[src/rtl/pc_counter_sequencer_if.sv]
// ------------------------------------------------------------------
// pc_counter_sequencer_if: request/counter bus for the PC sequencer.
// Rev 1.0
// ------------------------------------------------------------------
`timescale 1ns/1ps
`default_nettype none

interface pc_counter_sequencer_if #(
  parameter int WIDTH = 8
);
  logic             clr_req;
  logic             jmp_req;
  logic [WIDTH-1:0] jmp_addr;
  logic             inc_req;
  logic             oe_req;
  logic             busy;
  logic             done;
  logic             ctr_cclr_bar;
  logic             ctr_cload_bar;
  logic             ctr_ccken;
  logic             ctr_rcken_bar;
  logic [WIDTH-1:0] ctr_din;
  logic             ctr_g;
  logic             ctr_g_bar;
  logic             ctr_rco_bar;
  logic [WIDTH-1:0] shadow_pc;
  logic             wrap_flag;
  logic             rco_err;

  // Control unit plus the counter chip.
  modport master (
    output clr_req, jmp_req, jmp_addr, inc_req, oe_req, ctr_rco_bar,
    input  busy, done, ctr_cclr_bar, ctr_cload_bar, ctr_ccken, ctr_rcken_bar,
    input  ctr_din, ctr_g, ctr_g_bar, shadow_pc, wrap_flag, rco_err
  );

  modport slave (
    input  clr_req, jmp_req, jmp_addr, inc_req, oe_req, ctr_rco_bar,
    output busy, done, ctr_cclr_bar, ctr_cload_bar, ctr_ccken, ctr_rcken_bar,
    output ctr_din, ctr_g, ctr_g_bar, shadow_pc, wrap_flag, rco_err
  );
endinterface

`default_nettype wire

[src/rtl/pc_counter_sequencer.sv]
// ------------------------------------------------------------------
// pc_counter_sequencer: sequences clear/jump/increment on a loadable counter.
// Rev 1.0
// ------------------------------------------------------------------
`timescale 1ns/1ps
`default_nettype none

module pc_counter_sequencer #(
  parameter int WIDTH  = 8,
  parameter int SETTLE = 1
) (
  input  logic                  clk,
  input  logic                  reset_bar,
  pc_counter_sequencer_if.slave bus
);

  typedef enum logic [2:0] {
    S_IDLE   = 3'd0,
    S_CLEAR  = 3'd1,
    S_LOADR  = 3'd2,
    S_XFER   = 3'd3,
    S_INC    = 3'd4,
    S_SETTLE = 3'd5
  } state_t;

  localparam int            C_CW          = 4;
  localparam logic [C_CW-1:0] C_SETTLE_LAST = C_CW'(SETTLE - 1);
  localparam logic [WIDTH-1:0] C_ONE        = WIDTH'(1);

  state_t           r_state;
  state_t           w_state_nxt;
  logic [C_CW-1:0]  r_cnt;
  logic [C_CW-1:0]  w_cnt_nxt;
  logic [WIDTH-1:0] r_din;
  logic [WIDTH-1:0] w_din_nxt;
  logic             w_done_nxt;

  logic             r_busy;
  logic             r_done;
  logic             r_cclr_bar;
  logic             r_cload_bar;
  logic             r_ccken;
  logic             r_rcken_bar;
  logic             r_g;
  logic             r_g_bar;
  logic [WIDTH-1:0] r_shadow;
  logic             r_wrap;
  logic             r_rco_err;

  always_ff @(posedge clk or negedge reset_bar) begin
    if (!reset_bar) begin
      r_state <= S_IDLE;
      r_cnt   <= '0;
      r_din   <= '0;
    end else begin
      r_state <= w_state_nxt;
      r_cnt   <= w_cnt_nxt;
      r_din   <= w_din_nxt;
    end
  end

  // Requests are only looked at in IDLE; the address is captured on acceptance.
  always_comb begin
    w_state_nxt = r_state;
    w_cnt_nxt   = r_cnt;
    w_din_nxt   = r_din;
    case (r_state)
      S_IDLE: begin
        if (bus.clr_req) begin
          w_state_nxt = S_CLEAR;
        end else if (bus.jmp_req) begin
          w_state_nxt = S_LOADR;
          w_din_nxt   = bus.jmp_addr;
        end else if (bus.inc_req) begin
          w_state_nxt = S_INC;
        end
      end
      S_CLEAR, S_XFER, S_INC: begin
        w_state_nxt = S_SETTLE;
        w_cnt_nxt   = C_SETTLE_LAST;
      end
      S_LOADR: w_state_nxt = S_XFER;
      S_SETTLE: begin
        if (r_cnt == '0) begin
          w_state_nxt = S_IDLE;
        end else begin
          w_cnt_nxt = r_cnt - C_CW'(1);
        end
      end
      default: w_state_nxt = S_IDLE;
    endcase
    w_done_nxt = (w_state_nxt == S_SETTLE) && (w_cnt_nxt == '0);
  end

  // Controls are registered from the next state so each pin matches the state it belongs to.
  always_ff @(posedge clk or negedge reset_bar) begin
    if (!reset_bar) begin
      r_busy      <= 1'b0;
      r_done      <= 1'b0;
      r_cclr_bar  <= 1'b0;
      r_cload_bar <= 1'b1;
      r_ccken     <= 1'b0;
      r_rcken_bar <= 1'b1;
      r_g         <= 1'b0;
      r_g_bar     <= 1'b1;
    end else begin
      r_busy      <= (w_state_nxt != S_IDLE);
      r_done      <= w_done_nxt;
      r_cclr_bar  <= (w_state_nxt != S_CLEAR);
      r_cload_bar <= (w_state_nxt != S_XFER);
      r_ccken     <= (w_state_nxt == S_INC);
      r_rcken_bar <= (w_state_nxt != S_LOADR);
      r_g         <= bus.oe_req;
      r_g_bar     <= ~bus.oe_req;
    end
  end

  always_ff @(posedge clk or negedge reset_bar) begin
    if (!reset_bar) begin
      r_shadow  <= '0;
      r_wrap    <= 1'b0;
      r_rco_err <= 1'b0;
    end else begin
      case (r_state)
        S_CLEAR: begin
          r_shadow <= '0;
          r_wrap   <= 1'b0;
        end
        S_XFER: begin
          r_shadow <= r_din;
          r_wrap   <= 1'b0;
        end
        S_INC: begin
          r_shadow <= r_shadow + C_ONE;
          if (&r_shadow) begin
            r_wrap <= 1'b1;
          end
        end
        default: ;
      endcase
      // The counter has settled whenever the sequencer is idle, so RCO must match.
      if ((r_state == S_IDLE) && !r_busy && (bus.ctr_rco_bar != ~&r_shadow)) begin
        r_rco_err <= 1'b1;
      end
    end
  end

  assign bus.busy          = r_busy;
  assign bus.done          = r_done;
  assign bus.ctr_cclr_bar  = r_cclr_bar;
  assign bus.ctr_cload_bar = r_cload_bar;
  assign bus.ctr_ccken     = r_ccken;
  assign bus.ctr_rcken_bar = r_rcken_bar;
  assign bus.ctr_din       = r_din;
  assign bus.ctr_g         = r_g;
  assign bus.ctr_g_bar     = r_g_bar;
  assign bus.shadow_pc     = r_shadow;
  assign bus.wrap_flag     = r_wrap;
  assign bus.rco_err       = r_rco_err;

endmodule

`default_nettype wire

[src/flat_wrapper.sv]
// flat-port wrapper written by rule: the top's interface ports become plain ports
module pc_counter_sequencer_flat 
#(
  parameter int WIDTH  = 8,
  parameter int SETTLE = 1
)
  (clk, reset_bar, bus_clr_req, bus_jmp_req, bus_jmp_addr, bus_inc_req, bus_oe_req, bus_ctr_rco_bar, bus_busy, bus_done, bus_ctr_cclr_bar, bus_ctr_cload_bar, bus_ctr_ccken, bus_ctr_rcken_bar, bus_ctr_din, bus_ctr_g, bus_ctr_g_bar, bus_shadow_pc, bus_wrap_flag, bus_rco_err);
  pc_counter_sequencer_if #(.WIDTH(WIDTH)) bus_i ();
  input  logic clk;
  input  logic reset_bar;
  input wire logic [$bits(bus_i.clr_req)-1:0] bus_clr_req;
  input wire logic [$bits(bus_i.jmp_req)-1:0] bus_jmp_req;
  input wire logic [$bits(bus_i.jmp_addr)-1:0] bus_jmp_addr;
  input wire logic [$bits(bus_i.inc_req)-1:0] bus_inc_req;
  input wire logic [$bits(bus_i.oe_req)-1:0] bus_oe_req;
  input wire logic [$bits(bus_i.ctr_rco_bar)-1:0] bus_ctr_rco_bar;
  output wire logic [$bits(bus_i.busy)-1:0] bus_busy;
  output wire logic [$bits(bus_i.done)-1:0] bus_done;
  output wire logic [$bits(bus_i.ctr_cclr_bar)-1:0] bus_ctr_cclr_bar;
  output wire logic [$bits(bus_i.ctr_cload_bar)-1:0] bus_ctr_cload_bar;
  output wire logic [$bits(bus_i.ctr_ccken)-1:0] bus_ctr_ccken;
  output wire logic [$bits(bus_i.ctr_rcken_bar)-1:0] bus_ctr_rcken_bar;
  output wire logic [$bits(bus_i.ctr_din)-1:0] bus_ctr_din;
  output wire logic [$bits(bus_i.ctr_g)-1:0] bus_ctr_g;
  output wire logic [$bits(bus_i.ctr_g_bar)-1:0] bus_ctr_g_bar;
  output wire logic [$bits(bus_i.shadow_pc)-1:0] bus_shadow_pc;
  output wire logic [$bits(bus_i.wrap_flag)-1:0] bus_wrap_flag;
  output wire logic [$bits(bus_i.rco_err)-1:0] bus_rco_err;
  assign bus_i.clr_req = bus_clr_req;
  assign bus_i.jmp_req = bus_jmp_req;
  assign bus_i.jmp_addr = bus_jmp_addr;
  assign bus_i.inc_req = bus_inc_req;
  assign bus_i.oe_req = bus_oe_req;
  assign bus_i.ctr_rco_bar = bus_ctr_rco_bar;
  assign bus_busy = bus_i.busy;
  assign bus_done = bus_i.done;
  assign bus_ctr_cclr_bar = bus_i.ctr_cclr_bar;
  assign bus_ctr_cload_bar = bus_i.ctr_cload_bar;
  assign bus_ctr_ccken = bus_i.ctr_ccken;
  assign bus_ctr_rcken_bar = bus_i.ctr_rcken_bar;
  assign bus_ctr_din = bus_i.ctr_din;
  assign bus_ctr_g = bus_i.ctr_g;
  assign bus_ctr_g_bar = bus_i.ctr_g_bar;
  assign bus_shadow_pc = bus_i.shadow_pc;
  assign bus_wrap_flag = bus_i.wrap_flag;
  assign bus_rco_err = bus_i.rco_err;
  pc_counter_sequencer #(.WIDTH(WIDTH), .SETTLE(SETTLE)) u_core (.clk(clk), .reset_bar(reset_bar), .bus(bus_i));
endmodule
[config.mk]
export PLATFORM = sky130hd
export DESIGN_NAME = pc_counter_sequencer_flat
export DESIGN_NICKNAME = d
export VERILOG_FILES = /design/src/rtl/pc_counter_sequencer_if.sv /design/src/rtl/pc_counter_sequencer.sv /design/src/flat_wrapper.sv
export SDC_FILE = /design/constraint.sdc
export NUM_CORES = 1
export LEC_CHECK = 0
export CORE_ASPECT_RATIO = 1.5
export CORE_MARGIN = 8
export CORE_UTILIZATION = 50
export CTS_BUF_LIST = sky130_fd_sc_hd__clkbuf_2 sky130_fd_sc_hd__clkbuf_4 sky130_fd_sc_hd__clkbuf_8
export DETAILED_ROUTE_END_ITERATION = 8
export PLACE_DENSITY = 0.83
export SYNTH_ARGS = -nofsm -noshare
export SYNTH_HDL_FRONTEND = slang
export SYNTH_SLANG_ARGS = --single-unit
[constraint.sdc]
create_clock -name clk -period 2 [get_ports clk]
set_input_delay 0.2 -clock clk [delete_from_list [all_inputs] [get_ports clk]]
set_output_delay 0.2 -clock clk [all_outputs]
set_load 0.03 [all_outputs]
; ---- Word-level counts from Yosys, hierarchy flattened
; Cells that the tools add are included.
; W data, S select, Z words.
[op_classes]
add_sub_neg = 2
eq_ne = 12
mux = 10
bitwise = 2
n_reduce_logical = 16
[ops]
columns = operator, count
row1 = $pmux W8 S3, 1
row2 = $eq A3 B3 Y1 const B, 4
row3 = $mux W3, 4
row4 = $pmux W3 S4, 1
row5 = $add A8 B1 Y8 const B, 1
row6 = $logic_not A4 Y1, 2
row7 = $pmux W4 S2, 1
row8 = $reduce_and A8 Y1, 1
row9 = $eq A3 B2 Y1 const B, 2
row10 = $ne A3 B2 Y1 const B, 2
row11 = $reduce_bool A3 Y1, 2
row12 = $mux W4, 1
row13 = $sub A4 B1 Y4 const B, 1
row14 = $eq A3 B1 Y1 const B, 1
row15 = $logic_and A1 B1 Y1, 3
row16 = $logic_not A3 Y1, 1
row17 = $ne A3 B1 Y1 const B, 1
row18 = $reduce_and A3 Y1, 1
row19 = $reduce_or A3 Y1, 1
row20 = $logic_not A1 Y1, 2
row21 = $ne A2 B1 Y1 const B, 1
row22 = $not A1 Y1, 2
row23 = $pmux W1 S2, 1
row24 = $reduce_and A2 Y1, 1
row25 = 4 further kinds, 4
[word_totals]
register_bits = 33
inputBits = 15

; ---- Longest topological paths before layout
[depth]
word_depth = 6
ltp_mapped = 6
depth_no_buf = 6

; ---- Worst setup path after synthesis
; OpenSTA, ideal clock, no wires.
[synth_path]
kind = register to register
start = register u_core.r_shadow[0], in the netlist u_core.bus.shadow_pc[0]
end = register u_core.r_shadow[6], in the netlist u_core.bus.shadow_pc[6]
t_arrival_ns = 1.575
slack_ns = 0.288
stages_incl_launch_ff = 6
path_buffers = 0
period_less_slack_ns = 1.712
cell_sequence = dfrtp_1 ha_1 or3b_4 nor3_4 xnor2_1 a21oi_1
[synth_via]
elab_chain_cells = 2
[synth_rtl]
columns = element, line
row1 = start: declaration, pc_counter_sequencer.sv:46  ; logic [WIDTH-1:0] r_shadow;
row2 = start signal: assignment, pc_counter_sequencer.sv:130  ; r_shadow <= r_din;
row3 = start signal: assignment, pc_counter_sequencer.sv:134  ; r_shadow <= r_shadow + C_ONE;
row4 = $add A8 B1 Y8, pc_counter_sequencer.sv:134
row5 = $pmux W8 S3, pc_counter_sequencer.sv:124  ; case (r_state)
; Every way passes these cells.
; A chain may end at the register's enable or synchronous reset.

; ---- Worst setup path after layout
[layout_path]
start = register u_core.r_cnt[0]
end = register u_core.r_busy, in the netlist u_core.bus.busy
[layout_via]
elab_chain_cells = 4
[layout_rtl]
columns = element, line
row1 = start: declaration, pc_counter_sequencer.sv:32  ; logic [C_CW-1:0] r_cnt;
row2 = start signal: assignment, pc_counter_sequencer.sv:57  ; r_cnt <= w_cnt_nxt;
row3 = $logic_not A4 Y1, pc_counter_sequencer.sv:84  ; if (r_cnt == '0) begin
row4 = $mux W3, pc_counter_sequencer.sv:84
row5 = $pmux W3 S4, pc_counter_sequencer.sv:67  ; case (r_state)
row6 = $reduce_bool A3 Y1, pc_counter_sequencer.sv:107  ; r_busy <= (w_state_nxt != S_IDLE);
row7 = end signal: assignment, pc_counter_sequencer.sv:107
row8 = end: declaration, pc_counter_sequencer.sv:38  ; logic r_busy;
; Every way passes these cells.

==> report_table.html <==
<table>
<tr><th>Metric</th><th>Value</th></tr>
<tr><th colspan="2">Final layout</th></tr>
<tr><td>Share of final-layout standard cells stronger than drive strength 1</td><td>14.06%</td></tr>
<tr><td>P&amp;R area growth vs syn</td><td>34.24%</td></tr>
<tr><td>Cell Count, Final, Fillers Out</td><td>232</td></tr>
<tr><td># fillers</td><td>261</td></tr>
<tr><td>Final nets</td><td>208</td></tr>
<tr><td>Number of antenna repair diodes</td><td>0</td></tr>
<tr><th colspan="2">Worst setup path</th></tr>
<tr><td>Capture instance of the worst register-to-register path</td><td>u_core.bus.busy</td></tr>
<tr><td>CP dominant cell by count</td><td>sky130_fd_sc_hd__o21ai_0</td></tr>
<tr><td>Cell breakdown of the critical path</td><td>inv_1 -&gt; ha_1 -&gt; nor3b_1 -&gt; a21oi_1 -&gt; o21ai_0 -&gt; o21ai_0</td></tr>
<tr><td>Reg2Reg Setup Slack</td><td>~0.30 ns</td></tr>
<tr><td>Sort of element at the start of the critical path</td><td>flop</td></tr>
<tr><td>Worst reg2reg path depth</td><td>6</td></tr>
<tr><td>Arrival @ worst endpoint</td><td>1.85 ns</td></tr>
<tr><td>Biggest fanout along the worst timing path</td><td>7</td></tr>
<tr><td>Critical path class</td><td>flop to flop</td></tr>
<tr><td>Reg2Reg Launch Point</td><td>u_core.r_cnt[0]</td></tr>
<tr><td>Critical path origin</td><td>u_core.r_cnt[0]</td></tr>
<tr><td>Slowest cell delay on critical path</td><td>0.44 ns</td></tr>
<tr><td>Worst path slowest cell</td><td>sky130_fd_sc_hd__dfrtp_1</td></tr>
<tr><td>Kind of cell adding the most delay to the critical path</td><td>compound AO/OA/AOI/OAI gates</td></tr>
<tr><td>Required time at the worst-slack endpoint</td><td>2.15 ns</td></tr>
<tr><td>Buffering stage count on the worst path with inverters included</td><td>1</td></tr>
<tr><td>Critical Path End Type</td><td>flop</td></tr>
<tr><th colspan="2">Synth</th></tr>
<tr><td>Average cell area after synthesis</td><td>10.71 sq um</td></tr>
<tr><td>Cell count after synthesis</td><td>between 100 and 150</td></tr>
<tr><td>Distinct cell type count after synthesis</td><td>36</td></tr>
<tr><td>Proportion of register bits with asynchronous set or reset after synthesis</td><td>100.0%</td></tr>
<tr><td>Synthesized-area fraction occupied by ao, oa, aoi and oai cells</td><td>16.16%</td></tr>
<tr><td>Adder and majority gate portion of the synthesized area</td><td>under 10%</td></tr>
<tr><td>Most frequent cell after synthesis</td><td>sky130_fd_sc_hd__dfrtp_1</td></tr>
<tr><td>Post-synthesis register bit count</td><td>33</td></tr>
<tr><td>Most used flip-flop cell after synthesis</td><td>sky130_fd_sc_hd__dfrtp_1</td></tr>
<tr><td>Dominant cell type by area after synthesis</td><td>sky130_fd_sc_hd__dfrtp_1</td></tr>
<tr><td>Post-Synthesis Net Count</td><td>163</td></tr>
<tr><td>Proportion of netlist area held by the largest area contributor</td><td>48.00%</td></tr>
<tr><td>Number of warnings issued by yosys</td><td>0</td></tr>
<tr><td>Dominant combinational cell family by area after synthesis</td><td>compound AO/OA/AOI/OAI gates</td></tr>
<tr><td>Synthesized-area fraction occupied by xor and xnor cells</td><td>under 10%</td></tr>
<tr><td>Fraction of synthesized area in multiplexers</td><td>between 6 and 7%</td></tr>
<tr><td>Cell types with the highest counts after synthesis</td><td>sky130_fd_sc_hd__dfrtp_1, sky130_fd_sc_hd__a21oi_1, sky130_fd_sc_hd__o21ai_0</td></tr>
<tr><td>Number of flops mapped to enable cells by yosys</td><td>0</td></tr>
<tr><td>Synthesized area</td><td>about 0.0016 sq mm</td></tr>
<tr><td>Cell types occupying the most area after synthesis</td><td>sky130_fd_sc_hd__dfrtp_1, sky130_fd_sc_hd__mux2_2, sky130_fd_sc_hd__dfstp_2</td></tr>
<tr><td>Sequential cell area fraction in the yosys report</td><td>53.04%</td></tr>
<tr><td>Simple logic cell fraction of the synthesized area</td><td>13.92%</td></tr>
<tr><th colspan="2">Pwr</th></tr>
<tr><td>Peak supply drop</td><td>1.192 mV</td></tr>
<tr><td>Power density of the placed cells</td><td>1576 mW/mm^2</td></tr>
<tr><td>Static Leak</td><td>about 0.86 nW</td></tr>
<tr><th colspan="2">Drt</th></tr>
<tr><td>M1 wire length</td><td>1.363 mm</td></tr>
<tr><td>Initial DRT Pass Iterations</td><td>4</td></tr>
<tr><td>Met3 wire length</td><td>around 260 um</td></tr>
<tr><td>Highest routing layer actually used</td><td>met4</td></tr>
<tr><td>Via count</td><td>1314</td></tr>
<tr><td>Via density per instance</td><td>5.664</td></tr>
<tr><td>Routed met2 length</td><td>2.088 mm</td></tr>
<tr><td>Routed WL per cell</td><td>16.36 um</td></tr>
<tr><td>Detailed Route WL</td><td>3.795 mm</td></tr>
<tr><td>Detailed Route Iter0 Violations</td><td>50</td></tr>
<tr><td>Count of unresolved DRC violations after routing</td><td>0</td></tr>
<tr><td>Number of antenna-violating nets in the routed design</td><td>0</td></tr>
<tr><th colspan="2">Placement</th></tr>
<tr><td>Weighted congestion at the end of routability-driven global placement</td><td>between 0.8 and 0.9</td></tr>
<tr><td>Detailed placement HPWL</td><td>2.843 mm</td></tr>
<tr><td># port buffers</td><td>40</td></tr>
<tr><td>Placed cell count</td><td>between 200 and 250</td></tr>
<tr><th colspan="2">Global routing</th></tr>
<tr><td>Global route total overflow</td><td>0</td></tr>
<tr><td>Initial antenna violation count</td><td>0</td></tr>
<tr><td>Pin count of the biggest net entering global routing</td><td>34</td></tr>
<tr><td>Overall fraction of global-route tracks in use</td><td>17.24%</td></tr>
<tr><td>Number of global-route vias before repair</td><td>~1500</td></tr>
<tr><td>Global-route wire length before repair</td><td>slightly below 7 mm</td></tr>
<tr><th colspan="2">Clock network</th></tr>
<tr><td>Clk sink count</td><td>33</td></tr>
<tr><td>Post-cts resize count</td><td>0</td></tr>
<tr><td>Clock Pin Slew Worst Setup and Hold Paths</td><td>0.07 ns</td></tr>
<tr><td>CTS tree</td><td>yes</td></tr>
<tr><td>Number of H-tree branching levels</td><td>2</td></tr>
<tr><td>Number of buffers inserted to repair setup after CTS</td><td>0</td></tr>
<tr><td>Hold-fix buffers, CTS</td><td>0</td></tr>
<tr><td>Bufs on Longest Clock Path</td><td>2</td></tr>
<tr><td>Root buffer cell</td><td>sky130_fd_sc_hd__clkbuf_8</td></tr>
<tr><td>Insertion delay to the later sink of the worst-skew pair</td><td>0.29 ns</td></tr>
<tr><td>Cts bufs inserted</td><td>5</td></tr>
<tr><th colspan="2">Run</th></tr>
<tr><td>Maxcap violations</td><td>0</td></tr>
<tr><th colspan="2">Timing</th></tr>
<tr><td>Shortest clock period the worst path allows after layout</td><td>approximately 1.7 ns</td></tr>
<tr><td>Number of pins with negative max-slew slack in the final report</td><td>0</td></tr>
<tr><td>Relative slew slack</td><td>67.16%</td></tr>
<tr><td>Peak clock frequency supported by timing</td><td>589.7 MHz</td></tr>
<tr><td>Final setup viols</td><td>0</td></tr>
<tr><td>Final Hold Viols</td><td>0</td></tr>
<tr><td>Share of the clock period used by the worst path after layout</td><td>84.79%</td></tr>
<tr><td>Final worst clock skew</td><td>0.007442 ns</td></tr>
<tr><td>Slew at the pin with the worst max-slew slack</td><td>0.4913 ns</td></tr>
<tr><td>Setup TNS</td><td>0 ns</td></tr>
<tr><td>Setup repair after global routing missed its margin</td><td>no</td></tr>
<tr><td>Min Hold Slack</td><td>roughly 0.31 ns</td></tr>
<tr><th colspan="2">Floorplan</th></tr>
<tr><td>Count of boundary I/O pins</td><td>slightly above 40</td></tr>
<tr><td>Die Wd</td><td>61.67 um</td></tr>
<tr><td>Core area</td><td>about 0.0031 sq mm</td></tr>
<tr><td>Row Count</td><td>25</td></tr>
<tr><td>Initial cell density of the core</td><td>51.02%</td></tr>
<tr><td>Full die area</td><td>0.005211 sq mm</td></tr>
<tr><td>Die Height</td><td>84.50 um</td></tr>
<tr><th colspan="2">Min path</th></tr>
<tr><td>Class of the most critical hold timing path</td><td>primary input to asynchronous set/reset pin</td></tr>
<tr><th colspan="2">Status</th></tr>
<tr><td>Result of the run</td><td>finished clean</td></tr>
</table>
==> layer usage <==
| metal | GRT usage (%) | vias up |
|---|---|---|
| met3 | 5.810 | 9 |
| met1 | 17.64 | 643 |
| met5 | 0 | - |
| met4 | 7.708 | 0 |
| li1 | - | 616 |
| met2 | 29.61 | 46 |
==> cell families (layout without fill, tap and decap cells) <==
group / after synthesis / after routing
fa+ha+maj: 2 / 2
compound gates: 40 / 40
simple gates: 39 / 39
xor+xnor: 8 / 8
buf+inv: 15 / 61
mux: 9 / 9
flops: 33 / 33
==> report_power, final <==
group	switching (mW)	leakage, nW	internal (mW)
Clock	0.237	0.0484	0.254
Sequential	0.263	0.397	0.911
Combinational	0.935	0.411	0.709
Total	1.44	0.856	1.87
==> placed cells by master (no fill, tap or decap), drive strengths merged, types with 3 or more instances in the layout <==
cell / synthesis / final
clkdlybuf4s50: 0 / 40
dfrtp: 30 / 30
a21oi: 13 / 13
o21ai: 11 / 11
nor2: 9 / 9
inv: 8 / 8
nand2: 8 / 8
mux2: 8 / 8
a221oi: 7 / 7
xnor2: 6 / 6
nor3: 6 / 6
clkbuf: 2 / 6
nand3: 5 / 5
buf: 5 / 5
nor4: 3 / 3
dfstp: 3 / 3
==> through the flow <==
stage / utilization, % / cell area (sq um) / setup slack [ns] / power [mW]
after floorplan: - / 1564 / 0.2883 / 2.189
after global placement: 65.67 / 2013 / 0.3270 / 2.793
after detailed placement: 65.67 / 2013 / 0.2111 / 2.845
after CTS: 68.49 / 2100 / 0.3021 / 3.344
after global routing: 68.49 / 2100 / 0.004420 / 3.544
final: 68.49 / 2100 / 0.3043 / 3.310
==> sequential cells by signal, summed over array words and instances (netlist names), 3 cells and up <==
signal and cells:
u_core.r_state 3, u_core.bus.ctr_din 8, u_core.bus.shadow_pc 8, u_core.r_cnt 4
==> worst max-delay path by stage <==
stage	endpoint	slack [ns]	depth (start not counted)
after detailed placement	u_core.bus.ctr_din[4]	0.21	4
after global routing	u_core.r_state[0]	0.004	6
after global placement	u_core.bus.ctr_din[7]	0.33	4
after floorplan	u_core.bus.shadow_pc[6]	0.29	5
final	u_core.bus.busy	0.30	6
after CTS	u_core.bus.ctr_din[4]	0.30	3
==> final cells by class <==
type / count / area, sq um / share of cell area, %
well taps: 40 / 50.05 / 2.384
inverters: 8 / 30.03 / 1.430
multi-input cells: 98 / 665.6 / 31.70
clock inverters: 2 / 10.01 / 0.4768
clock buffers: 6 / 76.32 / 3.635
repair buffers: 45 / 437.9 / 20.86
flip-flops and latches: 33 / 829.5 / 39.51
(Power assumes the default switching activity.)
